===== src/rtl/div_unit_pkg.sv =====
// rtl/div_unit_pkg.sv - shared XLEN width, RV32M divide op encodings and divider FSM states
`ifndef XLEN
`define XLEN 32
`endif

package div_unit_pkg;

    localparam int XLEN = `XLEN;

    // funct3[1:0] of the RV32M divide group
    localparam logic [1:0] OP_DIV  = 2'b00;
    localparam logic [1:0] OP_DIVU = 2'b01;
    localparam logic [1:0] OP_REM  = 2'b10;
    localparam logic [1:0] OP_REMU = 2'b11;

    typedef enum logic [1:0] {
        ST_IDLE = 2'b00,
        ST_CALC = 2'b01,
        ST_DONE = 2'b10
    } div_state_e;

    function automatic logic op_is_signed(input logic [1:0] op);
        return (op == OP_DIV) || (op == OP_REM);
    endfunction

    function automatic logic op_is_rem(input logic [1:0] op);
        return (op == OP_REM) || (op == OP_REMU);
    endfunction

endpackage


===== src/rtl/div_unit.sv =====
// rtl/div_unit.sv - 32-cycle restoring divider for RV32M DIV/DIVU/REM/REMU
`ifndef XLEN
`define XLEN 32
`endif

module div_unit
    import div_unit_pkg::*;
(
    input  logic              i_clk,
    input  logic              i_rstn,
    input  logic              i_start,
    input  logic [1:0]        i_op,
    input  logic [`XLEN-1:0]  i_Ra,
    input  logic [`XLEN-1:0]  i_Rb,
    input  logic              i_kill,
    output logic              o_busy,
    output logic              o_done,
    output logic [`XLEN-1:0]  o_result
);

    div_state_e        state_q, state_d;
    logic [4:0]        cnt_q, cnt_d;
    logic [1:0]        op_q, op_d;
    logic [`XLEN-1:0]  quo_q, quo_d;
    logic [`XLEN-1:0]  dvs_q, dvs_d;
    logic [`XLEN-1:0]  rem_q, rem_d;
    logic              neg_quo_q, neg_quo_d;
    logic              neg_rem_q, neg_rem_d;
    logic              busy_q, busy_d;
    logic              done_q, done_d;
    logic [`XLEN-1:0]  result_q, result_d;

    logic              sgn_a, sgn_b, is_ovf;
    logic [`XLEN-1:0]  mag_a, mag_b;
    logic [`XLEN:0]    rem_shift, diff;
    logic              qbit;
    logic [`XLEN-1:0]  rem_next, quo_next;

    always_comb begin
        sgn_a  = op_is_signed(i_op) & i_Ra[`XLEN-1];
        sgn_b  = op_is_signed(i_op) & i_Rb[`XLEN-1];
        mag_a  = sgn_a ? -i_Ra : i_Ra;
        mag_b  = sgn_b ? -i_Rb : i_Rb;
        is_ovf = op_is_signed(i_op) && (i_Ra == {1'b1, {(`XLEN-1){1'b0}}})
                 && (i_Rb == {`XLEN{1'b1}});

        // Quotient bits shift in from the bottom while dividend bits shift out the top
        rem_shift = {rem_q, quo_q[`XLEN-1]};
        diff      = rem_shift - {1'b0, dvs_q};
        qbit      = ~diff[`XLEN];
        rem_next  = qbit ? diff[`XLEN-1:0] : rem_shift[`XLEN-1:0];
        quo_next  = {quo_q[`XLEN-2:0], qbit};

        state_d   = state_q;
        cnt_d     = cnt_q;
        op_d      = op_q;
        quo_d     = quo_q;
        dvs_d     = dvs_q;
        rem_d     = rem_q;
        neg_quo_d = neg_quo_q;
        neg_rem_d = neg_rem_q;
        result_d  = result_q;

        case (state_q)
            ST_CALC: begin
                quo_d = quo_next;
                rem_d = rem_next;
                cnt_d = cnt_q + 5'd1;
                if (cnt_q == 5'd31) begin
                    state_d  = ST_DONE;
                    result_d = op_is_rem(op_q) ? (neg_rem_q ? -rem_next : rem_next)
                                               : (neg_quo_q ? -quo_next : quo_next);
                end
            end
            default: begin
                if (i_start) begin
                    op_d      = i_op;
                    quo_d     = mag_a;
                    dvs_d     = mag_b;
                    rem_d     = '0;
                    cnt_d     = 5'd0;
                    neg_quo_d = sgn_a ^ sgn_b;
                    neg_rem_d = sgn_a;
                    if (i_Rb == '0) begin
                        state_d  = ST_DONE;
                        result_d = op_is_rem(i_op) ? i_Ra : {`XLEN{1'b1}};
                    end else if (is_ovf) begin
                        state_d  = ST_DONE;
                        result_d = op_is_rem(i_op) ? '0 : {1'b1, {(`XLEN-1){1'b0}}};
                    end else begin
                        state_d = ST_CALC;
                    end
                end else begin
                    state_d = ST_IDLE;
                end
            end
        endcase

        // A flush discards everything, including a result about to be written
        if (i_kill) begin
            state_d  = ST_IDLE;
            result_d = result_q;
        end

        busy_d = (state_d == ST_CALC);
        done_d = (state_d == ST_DONE);
    end

    always_ff @(posedge i_clk) begin
        if (!i_rstn) begin
            state_q   <= ST_IDLE;
            cnt_q     <= '0;
            op_q      <= '0;
            quo_q     <= '0;
            dvs_q     <= '0;
            rem_q     <= '0;
            neg_quo_q <= 1'b0;
            neg_rem_q <= 1'b0;
            busy_q    <= 1'b0;
            done_q    <= 1'b0;
            result_q  <= '0;
        end else begin
            state_q   <= state_d;
            cnt_q     <= cnt_d;
            op_q      <= op_d;
            quo_q     <= quo_d;
            dvs_q     <= dvs_d;
            rem_q     <= rem_d;
            neg_quo_q <= neg_quo_d;
            neg_rem_q <= neg_rem_d;
            busy_q    <= busy_d;
            done_q    <= done_d;
            result_q  <= result_d;
        end
    end

    assign o_busy   = busy_q;
    assign o_done   = done_q;
    assign o_result = result_q;

endmodule


===== config.mk =====
export PLATFORM = sky130hd
export DESIGN_NAME = div_unit
export DESIGN_NICKNAME = d
export VERILOG_FILES = /design/src/rtl/div_unit_pkg.sv /design/src/rtl/div_unit.sv
export SDC_FILE = /design/constraint.sdc
export NUM_CORES = 1
export LEC_CHECK = 0
export CAP_MARGIN = 0
export CORE_MARGIN = 2
export CORE_UTILIZATION = 54
export DETAILED_ROUTE_END_ITERATION = 10
export GPL_TIMING_DRIVEN = 0
export PLACE_DENSITY = 0.89
export SLEW_MARGIN = 30
export SYNTH_ARGS = -nofsm -noshare
export SYNTH_HDL_FRONTEND = slang
export SYNTH_SLANG_ARGS = --single-unit

===== constraint.sdc =====
create_clock -name i_clk -period 4.96 [get_ports i_clk]
set_input_delay 1.488 -clock i_clk [delete_from_list [all_inputs] [get_ports i_clk]]
set_output_delay 1.488 -clock i_clk [all_outputs]
set_load 0.02 [all_outputs]

---- Word-level counts from Yosys, hierarchy flattened ----
Index checks and enable logic that the tools add are counted.
storage, ports and cells
  word-level logic and storage cells ...... 70
  input port bits ......................... 70
  bits in registers ....................... 141
cells by class
  bitwise gates (word level) .............. 6
  reductions and logical operators ........ 11
  equal/unequal tests ..................... 11
  add/subtract/negate cells ............... 6
  multiplexer cells ....................... 25
operators by type and width
  kind                    count
  $mux W32                17
  $neg A32 Y32            4
  $eq A32 B32 Y1 const B  2
  $sub A33 B32 Y33        1
  $logic_not A32 Y1       1
  $mux W2                 6
  $eq A2 B2 Y1 const B    5
  $mux W5                 2
  $add A5 B1 Y5 const B   1
  $eq A5 B5 Y1 const B    1
  $eq A2 B1 Y1 const B    2
  $reduce_and A4 Y1       1
  $logic_or A1 B1 Y1      3
  $not A1 Y1              3
  $reduce_bool A3 Y1      1
  $and A1 B1 Y1           2
  $logic_and A1 B1 Y1     2
  $logic_not A2 Y1        1
  $ne A2 B2 Y1 const B    1
  $reduce_and A2 Y1       1
  $reduce_bool A2 Y1      1
  $xor A1 B1 Y1           1

---- Longest topological paths before layout ----
  depth after elaboration ................. 10
  gate-level depth with buffers ........... 23
  depth with buffers taken out ............ 20

---- Worst setup path after synthesis ----
OpenSTA, ideal clock, no wires.
  path kind ............................... register -> register
  start point ............................. register dvs_q[2]
  end point ............................... register result_q[28], in the netlist o_result[28]
  stages on the path, launching flop included .. 23
  required time ........................... 4.842 ns
  path slack .............................. -0.188 ns
  library setup time ...................... 0.118 ns
  data arrival time ....................... 5.030 ns
  path through ............................ dfxtp_1 > inv_1 > ha_1 > nor2b_4 > o31a_2 > o2111a_1 > o21a_1 > o211a_4 > inv_1 > buf_2 > buf_1 > buf_1 > nor2_1 > a21oi_1 > ha_1 > nand2_1 > a21oi_1 > or4b_4 > a221oi_4 > o2111ai_4 > o311a_1 > nor3_1 > nor2_1
between the ends
  cells in the longest elaborated chain, start to end .. 7
ends and longest elaborated chain
  item                                           RTL line                        text
  start: declaration                             div_unit.sv:25                  logic [`XLEN-1:0] dvs_q, dvs_d;
  start signal: assignment                       div_unit.sv:127                 dvs_q <= dvs_d;
  $sub A33 B32 Y33 (*)                           div_unit.sv:49                  diff = rem_shift - {1'b0, dvs_q};
  $mux W32 / $not A1 Y1 (equally long branches)  div_unit.sv:51, div_unit.sv:50
  $neg A32 Y32, on equally long branches         div_unit.sv:71, div_unit.sv:72
  $mux W32, on equally long branches             div_unit.sv:71, div_unit.sv:72
  $mux W32 (*)                                   div_unit.sv:71                  result_d = op_is_rem(op_q) ? (neg_rem_q ? -rem_next : rem_next)
  $mux W32 (*)                                   div_unit.sv:69                  if (cnt_q == 5'd31) begin
  $mux W32 (*)                                   div_unit.sv:64                  case (state_q)
  end signal: assignment                         div_unit.sv:133                 result_q <= result_d;
  end: declaration                               div_unit.sv:31                  logic [`XLEN-1:0] result_q, result_d;
Mark *: on every way between the ends. The rest lies on a longest branch, timed or not. The select of a mux whose other input is x is not followed.
A chain may end at the register's enable or synchronous reset.

---- Final worst setup path ----
  start point ............................. register quo_q[31]
  end point ............................... register result_q[30], in the netlist o_result[30]
between the ends
  cells in the longest elaborated chain, start to end .. 7
ends and longest elaborated chain
  item                                           RTL line                        text
  start: declaration                             div_unit.sv:24                  logic [`XLEN-1:0] quo_q, quo_d;
  start signal: assignment                       div_unit.sv:126                 quo_q <= quo_d;
  $sub A33 B32 Y33                               div_unit.sv:49
  $mux W32 / $not A1 Y1 (equally long branches)  div_unit.sv:51, div_unit.sv:50
  $neg A32 Y32, on equally long branches         div_unit.sv:71, div_unit.sv:72
  $mux W32, on equally long branches             div_unit.sv:71, div_unit.sv:72
  $mux W32 (*)                                   div_unit.sv:71
  $mux W32 (*)                                   div_unit.sv:69
  $mux W32 (*)                                   div_unit.sv:64
Marked as above.

==> results.txt <==
----------------------------------------------------
[Setup path]
  CP arrival ... 5320 ps
  Register-to-register setup slack ... -40 ps
  Startpoint type of the worst setup path ... register
  Maximum fanout encountered on the critical timing path ... 7
  Endpoint required time on the critical path ... 5290 ps
  Crit. End Element ... register
  Launch point of the critical path ... quo_q[31]$_SDFFE_PN0N_
  Startpoint of the lowest-slack register-to-register path ... quo_q[31]$_SDFFE_PN0N_
  WS Path Type ... register to register

[Min path]
  Worst hold-check path type ... register to register
  Worst hold path startpoint ... o_result[24]$_SDFFE_PN0P_

[CTS]
  Clock-pin slew of the registers on the worst-case setup and hold paths ... 60 ps
  Cts bufs inserted ... 17
  CTS max path bufs ... 2
  Total number of H-tree levels ... 4
  Clock root buffer ... clkbuf_16
  Skew-Pair Late Insertion Delay ... 440 ps
  TritonCTS clock tree ... yes
  CTS Hold Buffers Added ... 0
  CTS Sinks ... 140

[Outcome]
  Failing checks ... negative setup slack
  Result of the run ... finished with violations

[Finish]
  Diodes inserted ... 0
  Proportion of layout cells with a drive suffix above 1 ... 9.46%
  Nets ... 1,863
  FILL cells ... 1,848
  Final standard cell area without fillers ... 14,000 um2
  Utilization after layout ... 66.8%
  Area grow syn2layout ... 21.2%

[STA]
  Setup repair after global routing missed its margin ... true
  Final count of negative-setup-slack endpoints ... 3
  Final hold violation count ... 0
  Largest clock skew in the final design ... 12.6 ps
  Achievable clock frequency ... 0.200 GHz
  Post-layout worst setup margin ... -35.3 ps
  Final Max Slew Viols ... 0
  Crit share post-route ... 101%
  Fin crit period ... 5000 ps
  Pin slew with the least headroom to its limit ... 1020 ps
  Tightest slew margin relative to the limit ... 32.3%

[Synth]
  Main area contributors after synthesis ... dfxtp_1, nor2_1, o21ai_0
  Biggest area consumer among synthesized cells ... dfxtp_1
  Share of the synthesized area in the top cell type ... 24.2%
  Most common cell in the synthesized netlist ... nor2_1
  Syn nets ... 1,724
  Prevailing post-synth register cell ... dfxtp_1
  Share of flip-flops with an asynchronous set or reset after synthesis ... 0%
  Count of distinct cell types in the synthesized netlist ... 85
  Part of the Yosys area used for sequential elements ... 24.2%
  Post-synthesis instance total ... 1,614
  Commonest cells in the synthesized netlist ... nor2_1, o21ai_0, dfxtp_1
  Number of warning messages in the yosys log ... 0
  Number of flops mapped to enable cells by yosys ... 0
  Post-synthesis instance area ... 11,600 um2
  Average cell area after synthesis ... 7.18 um2
  Synthesis-stage register bit count ... 140

[Floorplan]
  Die span in x ... 150 um
  Boundary Pins ... 104
  FP Rows ... 53
  Core region area ... 21,000 um2
  Initial cell density of the core ... 55.1%
  Height of the die ... 150 um
  Die Outline Area ... 22,600 um2

[Global routing]
  First-pass GRT wire length ... 70,000 um
  Tot GR Track Use ... 40.8%
  Via count of the first global-routing pass ... 12,200
  Initial antenna violation count ... 1
  Grt total ovfl ... 0
  Pin count of the biggest net entering global routing ... 20

[Place]
  RD Place Congestion ... 0.980
  Number of buffer cells added on primary ports ... 100
  Post-Place Cell Area ... 12,900 um2
  Half-perimeter wire length of the detailed placement result ... 36,400 um

[Drt]
  Total Wirelength ... 47,100 um
  Antenna Nets Post-Route ... 0
  Number of detailed-routing iterations run before antenna repair ... 8
  Iter 0 DRT Violations ... 1,672
  Routed vias/inst ... 6.68
  Total DRC errors in the routed layout ... 0
  Vias after detailed routing ... 13,600
  Average routed wire per standard cell ... 23.1 um

[Pwr]
  Worst IR Drop VDD ... 221 uV
  Pwr Total ... 3430 uW
  Leakage ... 0.00507 uW
  Pwr dens ... 244 nW/um2

[Job]
  Maximum capacitance violations ... 0

----------------------------------------------------
[state kept, by name, summed over array words and instances (netlist names)]
name / cells
o_result: 32
quo_q: 32
neg_rem_q: 1
cnt_q: 5
rem_q: 32
neg_quo_q: 1
o_busy: 1
state_q: 2
op_q: 1
dvs_q: 32
o_done: 1
[power breakdown]
group	internal (uW)	switching (uW)	total (uW)
clock	763	551	1310
sequential	1170	50.1	1220
combinational	323	567	890
total	2260	1170	3430
[critical path, stage by stage, from the launching register on]
cell and delay, ps:
dfxtp_4 350, inv_4 70, ha_4 140, fa_2 230, nor2b_4 50, o31a_4 380, o2111a_2 310, o21a_1 230
o211a_4 290, inv_6 90, buf_12 120, buf_12 110, buf_6 120, nor2_2 50, a21oi_4 160, ha_4 180
nand2_2 50, a21oi_2 110, or4b_4 500, a221oi_4 440, o2111ai_4 230, nor4b_2 350, mux2i_1 220, a21oi_1 80
[repair_timing]
item                                   in CTS  in global routing
resized for setup                          55                 45
setup endpoints to repair                  29                 30
gates cloned                                0                  0
pin swaps                                  12                 31
endpoints found under the hold margin       0                  0
buffers inserted                           11                 13
[path summary, 6_finish.rpt]
check / endpoint / depth (start not counted)
setup / recovery: o_result[30]$_SDFFE_PN0P_ / 23
hold / removal: o_result[24]$_SDFFE_PN0P_ / 2
setup reg to reg: o_result[30]$_SDFFE_PN0P_ / 23
hold reg to reg: o_result[24]$_SDFFE_PN0P_ / 2
[cell usage in the layout (no fill, tap or decap), types with 22 or more instances in the layout]
cell type,n
nor3_1,44
a31oi_1,35
buf_4,25
o21ai_0,136
a211oi_1,60
xnor2_1,54
dfxtp_1,133
nor2_1,223
nand3_1,42
xor2_1,63
nand2_1,117
a21oi_1,116
inv_1,54
clkbuf_1,76
or3_1,22
ha_1,31
clkdlybuf4s50_1,98
[layout make-up]
cell class | instances | area [um2] | area share, %
buffer | 104 | 484 | 3.45
clock buffer | 18 | 439 | 3.13
clock inverter | 13 | 156 | 1.11
inverter | 61 | 236 | 1.68
multi-input combinational | 1305 | 8380 | 59.7
sequential | 140 | 2820 | 20.1
tap | 275 | 344 | 2.45
timing repair buffer | 124 | 1190 | 8.47
[per-layer routing]
layer	global-route usage (%)	up-vias	share of wire, %
met2	61.2	903	42
met3	10.2	158	12
li1	-	6202	-
met4	15.2	0	4.3
met5	0	-	0
met1	56.3	6365	41
[cells by family (layout without fill, tap and decap cells)]
kind of cell	after synthesis	after routing	share of synthesized area, %
xor gates and xnor gates	118	118	8.92
AOI/OAI and AO/OA	542	542	30.6
and+or+nand+nor	576	576	23.5
DFF	140	140	24.2
adders and majority gates	40	40	4.39
buffers and inverters	169	320	5.75
muxes	29	29	2.62
[metrics by stage]
step           cells  setup slack [ps]  setup TNS, ps  hold slack (ps)
2_1_floorplan   1614              16.5              0              432
3_3_place_gp    1989             -1400         -25660              441
3_5_place_dp    1989             -1400         -27500              447
4_1_cts         2028              19.0              0              456
5_1_grt         2040              -199           -697              488
6_report        2040             -35.3          -87.5              455
No activity file was read; power rests on OpenSTA's default activity.
